File: config.mk
export PLATFORM = sky130hd
export DESIGN_NAME = reg_ex_mem_flat
export DESIGN_NICKNAME = d
export VERILOG_FILES = /design/src/rtl/reg_ex_mem_if.sv /design/src/rtl/reg_ex_mem.sv /design/src/flat_wrapper.sv
export SDC_FILE = /design/constraint.sdc
export NUM_CORES = 1
export LEC_CHECK = 0
export CORE_AREA = 2 2 188 190
export DETAILED_ROUTE_END_ITERATION = 16
export DIE_AREA = 0 0 190 192
export HOLD_SLACK_MARGIN = 0.05
export PLACE_DENSITY = 0.57
export SLEW_MARGIN = 15
export SYNTH_ARGS = -nofsm -noshare
export SYNTH_HDL_FRONTEND = slang
export SYNTH_SLANG_ARGS = --single-unit
export TNS_END_PERCENT = 20
File: constraint.sdc
create_clock -name clk -period 1.35 [get_ports clk]
set_clock_uncertainty 0.2 [all_clocks]
set_input_delay 0.2025 -clock clk [delete_from_list [all_inputs] [get_ports clk]]
set_output_delay 0.2025 -clock clk [all_outputs]
set_load 0.02 [all_outputs]
File: src/rtl/reg_ex_mem_if.sv
// EX/MEM pipeline register bundle: execute-side inputs, MEM-side outputs,
// stall/flush controls and the MADD/MSUB accumulate feedback (hilo_temp, cnt).
interface reg_ex_mem_if;
  logic        stall_ex;
  logic        stall_mem;
  logic        flush;

  logic        valid_i;
  logic [7:0]  aluop_i;
  logic        we_i;
  logic [4:0]  waddr_i;
  logic [31:0] wdata_i;
  logic        we_hilo_i;
  logic [31:0] hi_i;
  logic [31:0] lo_i;
  logic [31:0] mem_addr_i;
  logic [31:0] mem_data_i;
  logic [63:0] hilo_temp_i;
  logic [1:0]  cnt_i;

  logic        valid_o;
  logic [7:0]  aluop_o;
  logic        we_o;
  logic [4:0]  waddr_o;
  logic [31:0] wdata_o;
  logic        we_hilo_o;
  logic [31:0] hi_o;
  logic [31:0] lo_o;
  logic [31:0] mem_addr_o;
  logic [31:0] mem_data_o;
  logic [63:0] hilo_temp_o;
  logic [1:0]  cnt_o;

  modport master (
    output stall_ex, stall_mem, flush,
    output valid_i, aluop_i, we_i, waddr_i, wdata_i,
    output we_hilo_i, hi_i, lo_i, mem_addr_i, mem_data_i,
    output hilo_temp_i, cnt_i,
    input  valid_o, aluop_o, we_o, waddr_o, wdata_o,
    input  we_hilo_o, hi_o, lo_o, mem_addr_o, mem_data_o,
    input  hilo_temp_o, cnt_o
  );

  modport slave (
    input  stall_ex, stall_mem, flush,
    input  valid_i, aluop_i, we_i, waddr_i, wdata_i,
    input  we_hilo_i, hi_i, lo_i, mem_addr_i, mem_data_i,
    input  hilo_temp_i, cnt_i,
    output valid_o, aluop_o, we_o, waddr_o, wdata_o,
    output we_hilo_o, hi_o, lo_o, mem_addr_o, mem_data_o,
    output hilo_temp_o, cnt_o
  );
endinterface

File: src/rtl/reg_ex_mem.sv
// EX/MEM pipeline register with bubble/hold/flush and MADD/MSUB feedback.
// Ports: clk, rst (sync, active-high), bus (reg_ex_mem_if.slave).
module reg_ex_mem (
  input logic         clk,
  input logic         rst,
  reg_ex_mem_if.slave bus
);

  logic        r_valid;
  logic [7:0]  r_aluop;
  logic        r_we;
  logic [4:0]  r_waddr;
  logic [31:0] r_wdata;
  logic        r_we_hilo;
  logic [31:0] r_hi;
  logic [31:0] r_lo;
  logic [31:0] r_mem_addr;
  logic [31:0] r_mem_data;
  logic [63:0] r_hilo_temp;
  logic [1:0]  r_cnt;

  logic w_adv;
  logic w_bub;
  logic w_acc;

  // stall_mem alone (illegal) falls into hold so MEM is never overwritten
  assign w_adv = ~bus.stall_ex & ~bus.stall_mem;
  assign w_bub =  bus.stall_ex & ~bus.stall_mem;
  assign w_acc =  bus.stall_ex |  bus.stall_mem;

  always_ff @(posedge clk) begin
    if (rst || bus.flush) begin
      r_valid    <= 1'b0;
      r_aluop    <= '0;
      r_we       <= 1'b0;
      r_waddr    <= '0;
      r_wdata    <= '0;
      r_we_hilo  <= 1'b0;
      r_hi       <= '0;
      r_lo       <= '0;
      r_mem_addr <= '0;
      r_mem_data <= '0;
    end else if (w_adv) begin
      r_valid    <= bus.valid_i;
      r_aluop    <= bus.aluop_i;
      r_we       <= bus.we_i;
      r_waddr    <= bus.waddr_i;
      r_wdata    <= bus.wdata_i;
      r_we_hilo  <= bus.we_hilo_i;
      r_hi       <= bus.hi_i;
      r_lo       <= bus.lo_i;
      r_mem_addr <= bus.mem_addr_i;
      r_mem_data <= bus.mem_data_i;
    end else if (w_bub) begin
      r_valid    <= 1'b0;
      r_aluop    <= '0;
      r_we       <= 1'b0;
      r_waddr    <= '0;
      r_wdata    <= '0;
      r_we_hilo  <= 1'b0;
      r_hi       <= '0;
      r_lo       <= '0;
      r_mem_addr <= '0;
      r_mem_data <= '0;
    end
  end

  // accumulate state only survives while execute is held
  always_ff @(posedge clk) begin
    if (rst || bus.flush || !w_acc) begin
      r_hilo_temp <= '0;
      r_cnt       <= '0;
    end else begin
      r_hilo_temp <= bus.hilo_temp_i;
      r_cnt       <= bus.cnt_i;
    end
  end

  assign bus.valid_o     = r_valid;
  assign bus.aluop_o     = r_aluop;
  assign bus.we_o        = r_we;
  assign bus.waddr_o     = r_waddr;
  assign bus.wdata_o     = r_wdata;
  assign bus.we_hilo_o   = r_we_hilo;
  assign bus.hi_o        = r_hi;
  assign bus.lo_o        = r_lo;
  assign bus.mem_addr_o  = r_mem_addr;
  assign bus.mem_data_o  = r_mem_data;
  assign bus.hilo_temp_o = r_hilo_temp;
  assign bus.cnt_o       = r_cnt;

endmodule
File: src/flat_wrapper.sv
// flat-port wrapper written by rule: the top's interface ports become plain ports
module reg_ex_mem_flat 
  (clk, rst, bus_stall_ex, bus_stall_mem, bus_flush, bus_valid_i, bus_aluop_i, bus_we_i, bus_waddr_i, bus_wdata_i, bus_we_hilo_i, bus_hi_i, bus_lo_i, bus_mem_addr_i, bus_mem_data_i, bus_hilo_temp_i, bus_cnt_i, bus_valid_o, bus_aluop_o, bus_we_o, bus_waddr_o, bus_wdata_o, bus_we_hilo_o, bus_hi_o, bus_lo_o, bus_mem_addr_o, bus_mem_data_o, bus_hilo_temp_o, bus_cnt_o);
  reg_ex_mem_if bus_i ();
  input logic clk;
  input logic rst;
  input wire logic [$bits(bus_i.stall_ex)-1:0] bus_stall_ex;
  input wire logic [$bits(bus_i.stall_mem)-1:0] bus_stall_mem;
  input wire logic [$bits(bus_i.flush)-1:0] bus_flush;
  input wire logic [$bits(bus_i.valid_i)-1:0] bus_valid_i;
  input wire logic [$bits(bus_i.aluop_i)-1:0] bus_aluop_i;
  input wire logic [$bits(bus_i.we_i)-1:0] bus_we_i;
  input wire logic [$bits(bus_i.waddr_i)-1:0] bus_waddr_i;
  input wire logic [$bits(bus_i.wdata_i)-1:0] bus_wdata_i;
  input wire logic [$bits(bus_i.we_hilo_i)-1:0] bus_we_hilo_i;
  input wire logic [$bits(bus_i.hi_i)-1:0] bus_hi_i;
  input wire logic [$bits(bus_i.lo_i)-1:0] bus_lo_i;
  input wire logic [$bits(bus_i.mem_addr_i)-1:0] bus_mem_addr_i;
  input wire logic [$bits(bus_i.mem_data_i)-1:0] bus_mem_data_i;
  input wire logic [$bits(bus_i.hilo_temp_i)-1:0] bus_hilo_temp_i;
  input wire logic [$bits(bus_i.cnt_i)-1:0] bus_cnt_i;
  output wire logic [$bits(bus_i.valid_o)-1:0] bus_valid_o;
  output wire logic [$bits(bus_i.aluop_o)-1:0] bus_aluop_o;
  output wire logic [$bits(bus_i.we_o)-1:0] bus_we_o;
  output wire logic [$bits(bus_i.waddr_o)-1:0] bus_waddr_o;
  output wire logic [$bits(bus_i.wdata_o)-1:0] bus_wdata_o;
  output wire logic [$bits(bus_i.we_hilo_o)-1:0] bus_we_hilo_o;
  output wire logic [$bits(bus_i.hi_o)-1:0] bus_hi_o;
  output wire logic [$bits(bus_i.lo_o)-1:0] bus_lo_o;
  output wire logic [$bits(bus_i.mem_addr_o)-1:0] bus_mem_addr_o;
  output wire logic [$bits(bus_i.mem_data_o)-1:0] bus_mem_data_o;
  output wire logic [$bits(bus_i.hilo_temp_o)-1:0] bus_hilo_temp_o;
  output wire logic [$bits(bus_i.cnt_o)-1:0] bus_cnt_o;
  assign bus_i.stall_ex = bus_stall_ex;
  assign bus_i.stall_mem = bus_stall_mem;
  assign bus_i.flush = bus_flush;
  assign bus_i.valid_i = bus_valid_i;
  assign bus_i.aluop_i = bus_aluop_i;
  assign bus_i.we_i = bus_we_i;
  assign bus_i.waddr_i = bus_waddr_i;
  assign bus_i.wdata_i = bus_wdata_i;
  assign bus_i.we_hilo_i = bus_we_hilo_i;
  assign bus_i.hi_i = bus_hi_i;
  assign bus_i.lo_i = bus_lo_i;
  assign bus_i.mem_addr_i = bus_mem_addr_i;
  assign bus_i.mem_data_i = bus_mem_data_i;
  assign bus_i.hilo_temp_i = bus_hilo_temp_i;
  assign bus_i.cnt_i = bus_cnt_i;
  assign bus_valid_o = bus_i.valid_o;
  assign bus_aluop_o = bus_i.aluop_o;
  assign bus_we_o = bus_i.we_o;
  assign bus_waddr_o = bus_i.waddr_o;
  assign bus_wdata_o = bus_i.wdata_o;
  assign bus_we_hilo_o = bus_i.we_hilo_o;
  assign bus_hi_o = bus_i.hi_o;
  assign bus_lo_o = bus_i.lo_o;
  assign bus_mem_addr_o = bus_i.mem_addr_o;
  assign bus_mem_data_o = bus_i.mem_data_o;
  assign bus_hilo_temp_o = bus_i.hilo_temp_o;
  assign bus_cnt_o = bus_i.cnt_o;
  reg_ex_mem u_core (.clk(clk), .rst(rst), .bus(bus_i));
endmodule
### Yosys cells after proc, flatten, opt, wreduce, memory -nomap -nowiden

Cells that the tools add are included.
W data, S select, Z words.

| storage, ports and cells | value |
|---|---|
| register bits after elaboration | 242 |
| bits of input ports | 247 |

| cells by class | value |
|---|---|
| mux-type cells | 14 |
| bitwise gates (word level) | 5 |
| reduce and logical (&&, ||, !) cells | 4 |

Operators with widths:

| operator | number |
|---|---|
| $mux W32 | 6 |
| $mux W8 | 2 |
| $mux W5 | 2 |
| $mux W1 | 4 |
| $and A1 B1 Y1 | 2 |
| $logic_or A1 B1 Y1 | 2 |
| $not A1 Y1 | 2 |
| $reduce_bool A2 Y1 | 1 |
| $logic_not A1 Y1 | 1 |
| $or A1 B1 Y1 | 1 |

### Logic depth before layout (Yosys ltp)

| depth | value |
|---|---|
| depth after elaboration | 4 |
| gate-level depth with buffers | 6 |
| mapped depth without buffers | 2 |

### Worst setup path before layout

Ideal clock, no wire load.

| timing path | value |
|---|---|
| path type | in2reg |
| start point | in bus_flush |
| end point | reg u_core.r_mem_addr[22], in the netlist u_core.bus.mem_addr_o[22] |
| setup time | 0.070 ns |
| arrival time | 1.055 ns |
| required time | 1.080 ns |
| setup slack | 0.024 ns |
| cell stages on the path | 5 |
| path through | or2_2 clkbuf_1 buf_2 buf_1 a21oi_1 |

| on the way | value |
|---|---|
| word-level cells in the longest chain between the ends | 1 |

RTL lines:

| element | line | RTL |
|---|---|---|
| start, declared | flat_wrapper.sv:9 | `input wire logic [$bits(bus_i.flush)-1:0] bus_flush;` |
| $logic_or A1 B1 Y1 | reg_ex_mem.sv:32 | `if (rst \|\| bus.flush) begin` |
| end signal, assigned | reg_ex_mem.sv:52 | `r_mem_addr <= bus.mem_addr_i;` |
| end, declared | reg_ex_mem.sv:17 | `logic [31:0] r_mem_addr;` |

No other way between the ends.
A chain may end at the register's enable or synchronous reset.

### Worst setup path after layout

| timing path | value |
|---|---|
| start point | reg u_core.r_wdata[1], in the netlist u_core.bus.wdata_o[1] |
| end point | out bus_wdata_o[1] |

RTL lines:

| element | line | RTL |
|---|---|---|
| start, declared | reg_ex_mem.sv:13 | `logic [31:0] r_wdata;` |
| start signal, assigned | reg_ex_mem.sv:48 | `r_wdata <= bus.wdata_i;` |
| end, declared | flat_wrapper.sv:26 | `output wire logic [$bits(bus_i.wdata_o)-1:0] bus_wdata_o;` |

No word-level cell between the ends.

==> impl_metrics.toml <==
[setup_path]
end_kind = "primary output"
setup.worst_path.class = "flip-flop to primary output"
required_ns = 0.95
r2r_slack_ns = 0
r2r_start = "u_core.bus.mem_data_o[11]$_SDFFE_PP0P_"
reg2regPathDepth = 3
path_buf_inv = 1
worstPathArrival_ns = 1.02
crit_path_start = "u_core.bus.wdata_o[1]$_SDFFE_PP0P_"
cpMaxStageDelayCell = "dfxtp_1"
cp_cell_sequence = "buf_4"
cp.depth = 1
critPathLaunchType = "flip-flop"
crit_family = "flip-flops"
regToRegEndpoint = "u_core.bus.mem_data_o[11]$_SDFFE_PP0P_"
crit_fanout = 2
slowest_delay_ns = 0.33

[sta]
finalCritPeriodShare_pct = 105
finalSetupViolCount = 248
finalCriticalPeriod_ns = 1.42
hold_viol = 3
rsz0062_at_grt = "yes"
max_slew_margin_pct = 69.8
whs_ns = -0.214
slew_violations = 0
max_freq_mhz = 704
tns_ns = -8.73
fin_ws_ns = -0.0704
worstMarginPinSlew_ns = 0.453

[place]
io_buffers = 488
hpwl_mm = 22.4
gp_congestion = 0.791

[logic_synthesis]
synth_top_area_share_pct = 54.9
synth_nets = 1178
synthSimpleGateAreaFrac_pct = 29.8
synth_cells = 931
synth_xor_area_share_pct = 0
netlist_area_um2 = 8820
yosys-top-cells-count = "dfxtp_1 (242), a21oi_1 (176), nand2_1 (176), or3b_1 (176), and3_1 (66)"
yosys_most_used_dff = "dfxtp_1"
post-synth-top-count-cell = "dfxtp_1"
synth_seq_cells = 242
syn_area_per_cell_um2 = 9.47
synth_area_leader_cell = "dfxtp_1"
async_reset_ff_share_pct = 0
synth-compound-area-share_pct = 9.99
synth_top_family_by_area = "simple AND/OR/NAND/NOR gates"
seq_area_frac_synth_pct = 54.9
yosysUniqueCellTypes = 14
synthTopCellsByArea = "dfxtp_1 (55%), or3b_1 (17%), a21oi_1 (10%), nand2_1 (7.5%), and3_1 (4.7%)"
synthMuxAreaShare_pct = 0
synth_fa_ha_area_share_pct = 0
synth-edff-count = 0
yosysWarnings = 0

[die]
core_area_um2 = 34300
row_count = 68
io_pins = 489
dieArea_um2 = 36500
die_w_um = 190
start_util_pct = 25.7
die_height_um = 192

[route]
drt_pass1_iterations = 4
routed.top_layer = "met4"
via_per_inst = 4.41
wl_met3_mm = 2.83
drcViolationCount = 0
met2_length_mm = 17.0
m1WireLength_mm = 12.8
vias = 8763
wirelength_mm = 33.3
drtAntennaViolNets = 0
drt_iter0_markers = 276
wl_per_cell_um = 16.7

[clock_tree]
clkLatencyLatePin_ns = 0.54
root_buffer = "clkbuf_16"
cts_buffers = 28
clkTransAtPathRegs_ns = 0.06
htree_levels = 1
cts_sinks = 242
cts.path.max_buffers = 3
cts_tree = "done"

[grt]
grt-ovfl-total = 0
grt_use_total_pct = 16.6
antenna_found_initial = 0
grt_max_degree = 91
grt_pass1_vias = 8578
grt_pass1_wl_mm = 48.0

[power]
ir_drop_mv = 0.781
p_leak_nw = 6.76
power-per-cell-area_nw_per_um2 = 1020

[worst_hold_path]
min_path_type = "primary input to flip-flop"
hold_depth = 3
whs_endpoint = "u_core.bus.wdata_o[31]$_SDFFE_PP0P_"
min_from = "bus_stall_mem"

[layout]
area_delta_synth_final_pct = 92.5
nNetsFinal = 1758
fillers = 3152
drive_above_1_share_pct = 38.3
diodes = 0
fin_util_pct = 49.5

[run_status]
violations = "negative hold slack, negative setup slack"
status = "finished, violations left"

[flow_run]
cap_violations = 0
## timing repair
| item | CTS | global route |
|---|---|---|
| gates resized for setup | 1389 | 291 |
| setup endpoints to repair | 242 | 301 |
| setup buffers | 3 | 5 |
| hold buffers | 94 | 11 |
| hold endpoints to repair | 134 | 59 |
## layout by cell type (no fill, tap or decap), types with 4 or more instances in the layout
cell,instances
clkinv_2,5
buf_4,38
or3b_1,176
clkbuf_1,5
clkbuf_16,29
a21oi_1,170
and3_1,66
clkbuf_8,6
clkdlybuf4s50_1,244
buf_6,240
buf_12,16
nand2_1,176
dlygate4sd3_1,96
dfxtp_2,238
dlymetal6s4s_1,7
dfxtp_1,4
a21oi_2,6
## tightest hold or removal path, delay by kind of cell
family	cells	cell delay [ns]
simple gates	1	0.08
compound gates	1	0.05
buf+inv	1	0.14
## metal layers
layer	track usage, %	vias to the layer above
met5	0	-
met4	4.32	0
met3	4.37	40
met2	30.5	327
met1	18.9	4039
li1	-	4357
## per-stage QoR
stage               area (um^2)  std cells  power, mW  hold slack (ns)  setup WS, ns
finish                    17000       1986       17.3           -0.214       -0.0704
global route              17000       1986       18.0           -0.221        -0.109
CTS                       16100       1972       17.4           -0.189        -0.103
detailed placement        14300       1825       9.69            0.240        -0.334
global placement          14300       1825       9.68            0.235        -0.313
floorplan                  8820        931       8.38            0.148        0.0244
## report_power, final
group | switching (mW) | internal, mW | total (mW)
Clock | 3.06 | 4.43 | 7.49
Combinational | 0.940 | 1.45 | 2.39
Sequential | 0.107 | 7.35 | 7.46
Total | 4.10 | 13.2 | 17.3
## registers in the layout, summed over array words and instances, names as in the netlist, 2 cells and up
signal                  count
u_core.bus.hilo_temp_o     64
u_core.bus.hi_o            32
u_core.bus.lo_o            32
u_core.bus.mem_addr_o      32
u_core.bus.mem_data_o      32
u_core.bus.wdata_o         32
u_core.bus.aluop_o          8
u_core.bus.waddr_o          5
u_core.bus.cnt_o            2
## how the worst max path moves through the flow
stage                                        endpoint
6_report                               bus_wdata_o[1]
3_5_place_dp         u_core.bus.lo_o[27]$_SDFFE_PP0P_
3_3_place_gp         u_core.bus.lo_o[18]$_SDFFE_PP0P_
2_1_floorplan  u_core.bus.mem_addr_o[22]$_SDFFE_PP0P_
4_1_cts                                   bus_lo_o[8]
5_1_grt                                bus_aluop_o[6]
## final cells by class
| type | count | area (um^2) | area share, % |
|---|---|---|---|
| clock buffers | 40 | 827 | 4.87 |
| clock inverters | 10 | 86.3 | 0.508 |
| multi-input cells | 597 | 3540 | 20.8 |
| flip-flops and latches | 242 | 5140 | 30.3 |
| well taps | 455 | 569 | 3.35 |
| repair buffers | 642 | 6810 | 40.1 |
## kinds of logic after synthesis
| kind of cell | Yosys count |
|---|---|
| buffers and inverters | 92 |
| AND/OR/NAND/NOR | 421 |
| flip-flops | 242 |
| AO/OA/AOI/OAI | 176 |
Note: power is estimated with default switching activity, not from simulation.
